File: src/rtl/instruction_fetch_unit_if.sv
// Fetch-unit bus bundle: instruction-memory request/response, execute redirect
// and the decode-side instruction handshake.
interface instruction_fetch_unit_if #(
  parameter int XLEN = 32
);
  logic            imemReqValid;
  logic            imemReqReady;
  logic [XLEN-1:0] imemReqAddr;
  logic            imemRespValid;
  logic [XLEN-1:0] imemRespData;
  logic            redirectValid;
  logic [XLEN-1:0] redirectTarget;
  logic            decodeReady;
  logic            instrValid;
  logic [XLEN-1:0] instr;
  logic [XLEN-1:0] instrPc;
  logic [6:0]      opcode;

  modport master (
    output imemReqValid, imemReqAddr, instrValid, instr, instrPc, opcode,
    input  imemReqReady, imemRespValid, imemRespData,
           redirectValid, redirectTarget, decodeReady
  );

  modport slave (
    input  imemReqValid, imemReqAddr, instrValid, instr, instrPc, opcode,
    output imemReqReady, imemRespValid, imemRespData,
           redirectValid, redirectTarget, decodeReady
  );
endinterface

File: src/rtl/instruction_fetch_unit.sv
// Instruction fetch front end: credit-limited fetch PC, in-order response
// buffering with request-PC tracking, and redirect flush with stale-response drain.
module instruction_fetch_unit #(
  parameter int              XLEN      = 32,
  parameter logic [XLEN-1:0] RESET_PC  = '0,
  parameter int              BUF_DEPTH = 2
) (
  input logic                   clk,
  input logic                   reset,
  instruction_fetch_unit_if.master bus
);
  localparam int PW = $clog2(BUF_DEPTH);
  localparam int CW = $clog2(BUF_DEPTH + 1);

  typedef enum logic {FETCH, DRAIN} state_e;
  typedef logic [PW-1:0] ptr_t;
  typedef logic [CW-1:0] cnt_t;

  state_e          state_q, state_d;
  logic [XLEN-1:0] fetch_pc_q, fetch_pc_d;
  cnt_t            out_q, out_d, drop_q, drop_d, cnt_q, cnt_d;
  ptr_t            head_q, head_d, tail_q, tail_d;
  ptr_t            pcq_head_q, pcq_head_d, pcq_tail_q, pcq_tail_d;
  logic            req_valid_q, req_valid_d;
  logic [XLEN-1:0] buf_data_q [BUF_DEPTH];
  logic [XLEN-1:0] buf_data_d [BUF_DEPTH];
  logic [XLEN-1:0] buf_pc_q   [BUF_DEPTH];
  logic [XLEN-1:0] buf_pc_d   [BUF_DEPTH];
  logic [XLEN-1:0] pcq_q      [BUF_DEPTH];
  logic [XLEN-1:0] pcq_d      [BUF_DEPTH];

  logic            accept, resp_take, pop, instr_valid;
  logic [CW:0]     credit_used;
  logic            unused_tgt_bits;

  assign instr_valid     = (cnt_q != '0);
  assign unused_tgt_bits = ^bus.redirectTarget[1:0];

  always_comb begin
    accept      = req_valid_q && bus.imemReqReady;
    resp_take   = (state_q == FETCH) && bus.imemRespValid && (out_q != '0);
    pop         = instr_valid && bus.decodeReady;
    state_d     = state_q;
    fetch_pc_d  = fetch_pc_q;
    out_d       = out_q;
    drop_d      = drop_q;
    cnt_d       = cnt_q;
    head_d      = head_q;
    tail_d      = tail_q;
    pcq_head_d  = pcq_head_q;
    pcq_tail_d  = pcq_tail_q;
    buf_data_d  = buf_data_q;
    buf_pc_d    = buf_pc_q;
    pcq_d       = pcq_q;

    if (bus.redirectValid) begin
      fetch_pc_d = {bus.redirectTarget[XLEN-1:2], 2'b00};
      head_d     = '0;
      tail_d     = '0;
      pcq_head_d = '0;
      pcq_tail_d = '0;
      cnt_d      = '0;
      out_d      = '0;
      // Requests still in memory (including one accepted now) must be drained.
      if (state_q == FETCH)
        drop_d = out_q + cnt_t'(accept) - cnt_t'(resp_take);
      else if (bus.imemRespValid && (drop_q != '0))
        drop_d = drop_q - 1'b1;
      state_d = (drop_d != '0) ? DRAIN : FETCH;
    end else if (state_q == DRAIN) begin
      if (bus.imemRespValid && (drop_q != '0))
        drop_d = drop_q - 1'b1;
      if (drop_d == '0)
        state_d = FETCH;
    end else begin
      if (accept) begin
        pcq_d[pcq_tail_q] = fetch_pc_q;
        pcq_tail_d        = pcq_tail_q + 1'b1;
        fetch_pc_d        = fetch_pc_q + XLEN'(4);
      end
      if (resp_take) begin
        buf_data_d[tail_q] = bus.imemRespData;
        buf_pc_d[tail_q]   = pcq_q[pcq_head_q];
        tail_d             = tail_q + 1'b1;
        pcq_head_d         = pcq_head_q + 1'b1;
      end
      if (pop)
        head_d = head_q + 1'b1;
      out_d = out_q + cnt_t'(accept) - cnt_t'(resp_take);
      cnt_d = cnt_q + cnt_t'(resp_take) - cnt_t'(pop);
    end

    credit_used = {1'b0, out_d} + {1'b0, cnt_d};
    req_valid_d = (state_d == FETCH) && (credit_used < (CW+1)'(BUF_DEPTH));
  end

  always_ff @(posedge clk) begin
    if (reset) begin
      state_q     <= FETCH;
      fetch_pc_q  <= RESET_PC;
      out_q       <= '0;
      drop_q      <= '0;
      cnt_q       <= '0;
      head_q      <= '0;
      tail_q      <= '0;
      pcq_head_q  <= '0;
      pcq_tail_q  <= '0;
      req_valid_q <= 1'b0;
    end else begin
      state_q     <= state_d;
      fetch_pc_q  <= fetch_pc_d;
      out_q       <= out_d;
      drop_q      <= drop_d;
      cnt_q       <= cnt_d;
      head_q      <= head_d;
      tail_q      <= tail_d;
      pcq_head_q  <= pcq_head_d;
      pcq_tail_q  <= pcq_tail_d;
      req_valid_q <= req_valid_d;
    end
  end

  always_ff @(posedge clk) begin
    buf_data_q <= buf_data_d;
    buf_pc_q   <= buf_pc_d;
    pcq_q      <= pcq_d;
  end

  assign bus.imemReqValid = req_valid_q;
  assign bus.imemReqAddr  = fetch_pc_q;
  assign bus.instrValid   = instr_valid;
  assign bus.instr        = instr_valid ? buf_data_q[head_q] : '0;
  assign bus.instrPc      = instr_valid ? buf_pc_q[head_q]   : '0;
  assign bus.opcode       = instr_valid ? buf_data_q[head_q][6:0] : '0;
endmodule

File: src/flat_wrapper.sv
// flat-port wrapper written by rule: the top's interface ports become plain ports
module instruction_fetch_unit_flat 
#(
  parameter int              XLEN      = 32,
  parameter logic [XLEN-1:0] RESET_PC  = '0,
  parameter int              BUF_DEPTH = 2
)
  (clk, reset, bus_imemReqValid, bus_imemReqAddr, bus_instrValid, bus_instr, bus_instrPc, bus_opcode, bus_imemReqReady, bus_imemRespValid, bus_imemRespData, bus_redirectValid, bus_redirectTarget, bus_decodeReady);
  instruction_fetch_unit_if #(.XLEN(XLEN)) bus_i ();
  input logic clk;
  input logic reset;
  output wire logic [$bits(bus_i.imemReqValid)-1:0] bus_imemReqValid;
  output wire logic [$bits(bus_i.imemReqAddr)-1:0] bus_imemReqAddr;
  output wire logic [$bits(bus_i.instrValid)-1:0] bus_instrValid;
  output wire logic [$bits(bus_i.instr)-1:0] bus_instr;
  output wire logic [$bits(bus_i.instrPc)-1:0] bus_instrPc;
  output wire logic [$bits(bus_i.opcode)-1:0] bus_opcode;
  input wire logic [$bits(bus_i.imemReqReady)-1:0] bus_imemReqReady;
  input wire logic [$bits(bus_i.imemRespValid)-1:0] bus_imemRespValid;
  input wire logic [$bits(bus_i.imemRespData)-1:0] bus_imemRespData;
  input wire logic [$bits(bus_i.redirectValid)-1:0] bus_redirectValid;
  input wire logic [$bits(bus_i.redirectTarget)-1:0] bus_redirectTarget;
  input wire logic [$bits(bus_i.decodeReady)-1:0] bus_decodeReady;
  assign bus_imemReqValid = bus_i.imemReqValid;
  assign bus_imemReqAddr = bus_i.imemReqAddr;
  assign bus_instrValid = bus_i.instrValid;
  assign bus_instr = bus_i.instr;
  assign bus_instrPc = bus_i.instrPc;
  assign bus_opcode = bus_i.opcode;
  assign bus_i.imemReqReady = bus_imemReqReady;
  assign bus_i.imemRespValid = bus_imemRespValid;
  assign bus_i.imemRespData = bus_imemRespData;
  assign bus_i.redirectValid = bus_redirectValid;
  assign bus_i.redirectTarget = bus_redirectTarget;
  assign bus_i.decodeReady = bus_decodeReady;
  instruction_fetch_unit #(.XLEN(XLEN), .RESET_PC(RESET_PC), .BUF_DEPTH(BUF_DEPTH)) u_core (.clk(clk), .reset(reset), .bus(bus_i));
endmodule
File: config.mk
export PLATFORM = sky130hd
export DESIGN_NAME = instruction_fetch_unit_flat
export DESIGN_NICKNAME = d
export VERILOG_FILES = /design/src/rtl/instruction_fetch_unit_if.sv /design/src/rtl/instruction_fetch_unit.sv /design/src/flat_wrapper.sv
export SDC_FILE = /design/constraint.sdc
export NUM_CORES = 1
export LEC_CHECK = 0
export ABC_AREA = 0
export CAP_MARGIN = 25
export CORE_AREA = 8 8 148 150
export CTS_BUF_LIST = sky130_fd_sc_hd__clkbuf_2
export CTS_CLUSTER_DIAMETER = 100
export DETAILED_ROUTE_END_ITERATION = 6
export DIE_AREA = 0 0 156 158
export GPL_ROUTABILITY_DRIVEN = 0
export GPL_TIMING_DRIVEN = 0
export PLACE_DENSITY = 0.78
export SYNTH_ARGS = -nofsm -noshare
export SYNTH_HDL_FRONTEND = slang
export SYNTH_SLANG_ARGS = --single-unit
File: constraint.sdc
create_clock -name clk -period 6 [get_ports clk]
set_input_delay 0.6 -clock clk [delete_from_list [all_inputs] [get_ports clk]]
set_output_delay 0.6 -clock clk [all_outputs]
set_load 0.02 [all_outputs]
==> results.md <==
* Status: complete, no violations
* Post-Syn Area per Cell at 13.89 sq um
* Fin cells at 1,215
* First-pass GRT wire length at 34,200 um
* DRT Wirelength at 22,030 um
* Worst vdd ir at 0.1084 mV
* Synth Instances at 676
* Slew Limit Fails at 0
* RSZ-0062 raised after global routing: false
* Initial Util at 0.4763
* Global route overflow at 0
* Vias per cell at 5.235
* Final period utilization at 0.6474
* Register area share after synthesis at 0.6780
* CTS buffer count at 53
* Post-CTS resize count at 0
* ANT nets after route at 0
* Post-route setup slack at 2.116 ns
* TritonCTS clock tree: done
* Via count at 6,360
* Slew of the pin with the lowest slew margin at 0.9941 ns
* Share of layout cells above drive strength 1 at 0.1568
* CTS Hold Buffers Added at 0
* Synth cell types at 54
* Die X at 156 um
* Pin count of the biggest net entering global routing at 63
* Die Y at 158 um
* Crit path max fanout at 10
* Port bufs at 166
* HPWL after detailed placement at 15,220 um
* Hold WS at 0.3094 ns
* I/O pin cnt at 175
* Setup TNS at 0 ns
* DP Area at 11,510 sq um
* Hold crit path type: in2reg
* Yosys reg bits at 226
* Worst-path clk slew at 0.12 ns
* Worst slack at placement at 2.611 ns
* Register area at 6366 sq um
* Critical Path RT at 5.40 ns
* Vias in the first global route at 6,426
* Pleak at 3.944 nW
* Ys async rst share at 0
* Power Dens Cells at 252.1 nW/um^2
* Slew headroom at 0.3351
* Clock Path Buffers at 3
* Post-CTS setup buffers at 0
* CP endpoint kind: output pin
* Detailed Routing Iterations Pass 1 at 5
* Layout area overhead at 27.57%
* Initial antenna violation count at 1
* Total GRT Usage at 0.1781
* Skew final at 0.05336 ns
* Post-layout util at 0.6076
* Max Freq at 257.4 MHz
* Primary FF master, synth: edfxtp_1
* WP data arrival at 3.28 ns
* Period minus WS final at 3.884 ns
* Filler instances at 1,558
* Final setup vio count at 0
* CTS root buffer: clkbuf_2
* Final instance area at 11,980 sq um
* CTS sink cnt at 226
* Synth Warn # at 0
* Die area at 24,650 sq um
* FP Rows at 52
* Post-synth EDFFs at 184
* Startpoint type of the worst setup path: flip-flop
* Max cap viols at 0
* Iteration-0 DRC Markers at 441
* Footprint of the multi-input gates at 2766 sq um
* DR DRC count at 0
* Fin nets at 982
* Pwr Total at 3.020 mW
* Clk Latency, worst-skew pair at 0.80 ns
* CTS HTree Levels at 2
* Core ar. at 19,710 sq um
* Post-Syn Area at 9389 sq um
* Worst Setup Path Type: reg2out
* WL/cell at 18.13 um
* DP Cell Count at 1,120
* Fin. Hold Viols at 0
layout by cell type, fill, tap and decap left out, drive strengths merged, types with 16 or more instances in the layout:
cell type,instances
nor2,99
inv,16
mux2,30
nand3,16
buf,33
a311oi,16
mux2i,64
edfxtp,184
dfxtp,42
clkbuf,105
clkdlybuf4s50,166
synthesized netlist by cell type (2+ instances only):
| library cell | count | area, sq um |
|---|---|---|
| buf_4 | 11 | 82.58 |
| o21ai_0 | 9 | 45.04 |
| nor4_1 | 7 | 43.79 |
| inv_1 | 14 | 52.55 |
| nand2b_1 | 2 | 12.51 |
| nand3_1 | 16 | 80.08 |
| xor2_1 | 4 | 35.03 |
| nor2_1 | 99 | 371.6 |
| nor3_1 | 13 | 65.06 |
| edfxtp_1 | 184 | 5525 |
| a21oi_1 | 6 | 30.03 |
| nor2b_1 | 3 | 18.77 |
| nor3b_1 | 2 | 15.01 |
| and2_1 | 3 | 18.77 |
| nand4_1 | 12 | 75.07 |
| or3_1 | 4 | 25.02 |
| clkbuf_1 | 21 | 78.83 |
| o211ai_1 | 3 | 22.52 |
| and4_1 | 5 | 43.79 |
| o31ai_1 | 11 | 82.58 |
| xnor2_1 | 11 | 96.34 |
| a31oi_1 | 4 | 25.02 |
| nand2_1 | 14 | 52.55 |
| and3_1 | 5 | 31.28 |
| ha_1 | 6 | 75.07 |
| mux2_2 | 30 | 337.8 |
| mux2i_1 | 64 | 640.6 |
| dfxtp_1 | 42 | 840.8 |
| buf_1 | 15 | 56.30 |
| a211oi_1 | 8 | 60.06 |
| or4_1 | 10 | 75.07 |
| a311oi_1 | 16 | 140.1 |
power by group:
group	internal [mW]	switching (mW)	total [mW]
Combinational	0.145	0.151	0.296
Sequential	1.74	0.0467	1.79
Clock	0.365	0.572	0.937
Total	2.25	0.769	3.02
sequential cells by signal (all words and copies together) (netlist names):
| register | count |
|---|---|
| u_core.buf_data_q | 64 |
| u_core.buf_pc_q | 60 |
| u_core.bus.imemReqAddr | 30 |
| u_core.bus.imemReqValid | 1 |
| u_core.cnt_q | 2 |
| u_core.drop_q | 2 |
| u_core.head_q | 1 |
| u_core.out_q | 2 |
| u_core.pcq_head_q | 1 |
| u_core.pcq_q | 60 |
| u_core.pcq_tail_q | 1 |
| u_core.state_q | 1 |
| u_core.tail_q | 1 |
logic make-up (layout without fill, tap and decap cells):
group,count (synthesis),count (layout),synth area share
flops,226,226,0.6780
simple gates,203,203,0.1091
mux,94,94,0.1042
compound gates,65,65,0.05077
buf+inv,64,329,0.03092
xor+xnor,16,16,0.01639
fa+ha+maj,7,7,0.01013
other cells,1,5,0.0003994
worst max-delay path, stage by stage (launching register included):
cell and delay (ns):
dfxtp_1 0.31, clkbuf_1 0.53, buf_1 0.63, mux2i_1 0.16, nor2_1 0.17, buf_4 0.13
clkdlybuf4s50_1 0.60
per-layer routing:
| metal | vias to the layer above | track usage | wire length, um |
|---|---|---|---|
| met5 | - | 0 | 0 |
| met4 | 0 | 0.07902 | 511 |
| met3 | 47 | 0.04532 | 1767 |
| met2 | 289 | 0.2981 | 10830 |
| met1 | 2993 | 0.2141 | 8913 |
| li1 | 3031 | - | - |
layout make-up:
type,instances,area share
diodes,1,0.0002089
plain buffers,49,0.01953
clock buffers,84,0.03510
clock inverters,10,0.003343
inverters,15,0.004701
multi-input cells,389,0.2310
flip-flops and latches,226,0.5315
well taps,270,0.02820
repair buffers,171,0.1465
worst paths after layout:
check	end	slack, ns	cells past startpoint	start
hold reg to reg	u_core.pcq_q[12]$_DFFE_PP_	0.54	0	u_core.bus.imemReqAddr[12]$_SDFFE_PP0P_
hold / removal	u_core.bus.imemReqAddr[26]$_SDFFE_PP0P_	0.31	3	bus_redirectValid
setup reg to reg	u_core.bus.imemReqValid$_SDFF_PP0_	2.77	12	u_core.cnt_q[0]$_SDFF_PP0_
setup / recovery	bus_opcode[0]	2.12	6	u_core.head_q$_SDFFE_PP0P_
No activity file was read; power rests on OpenSTA's default activity.
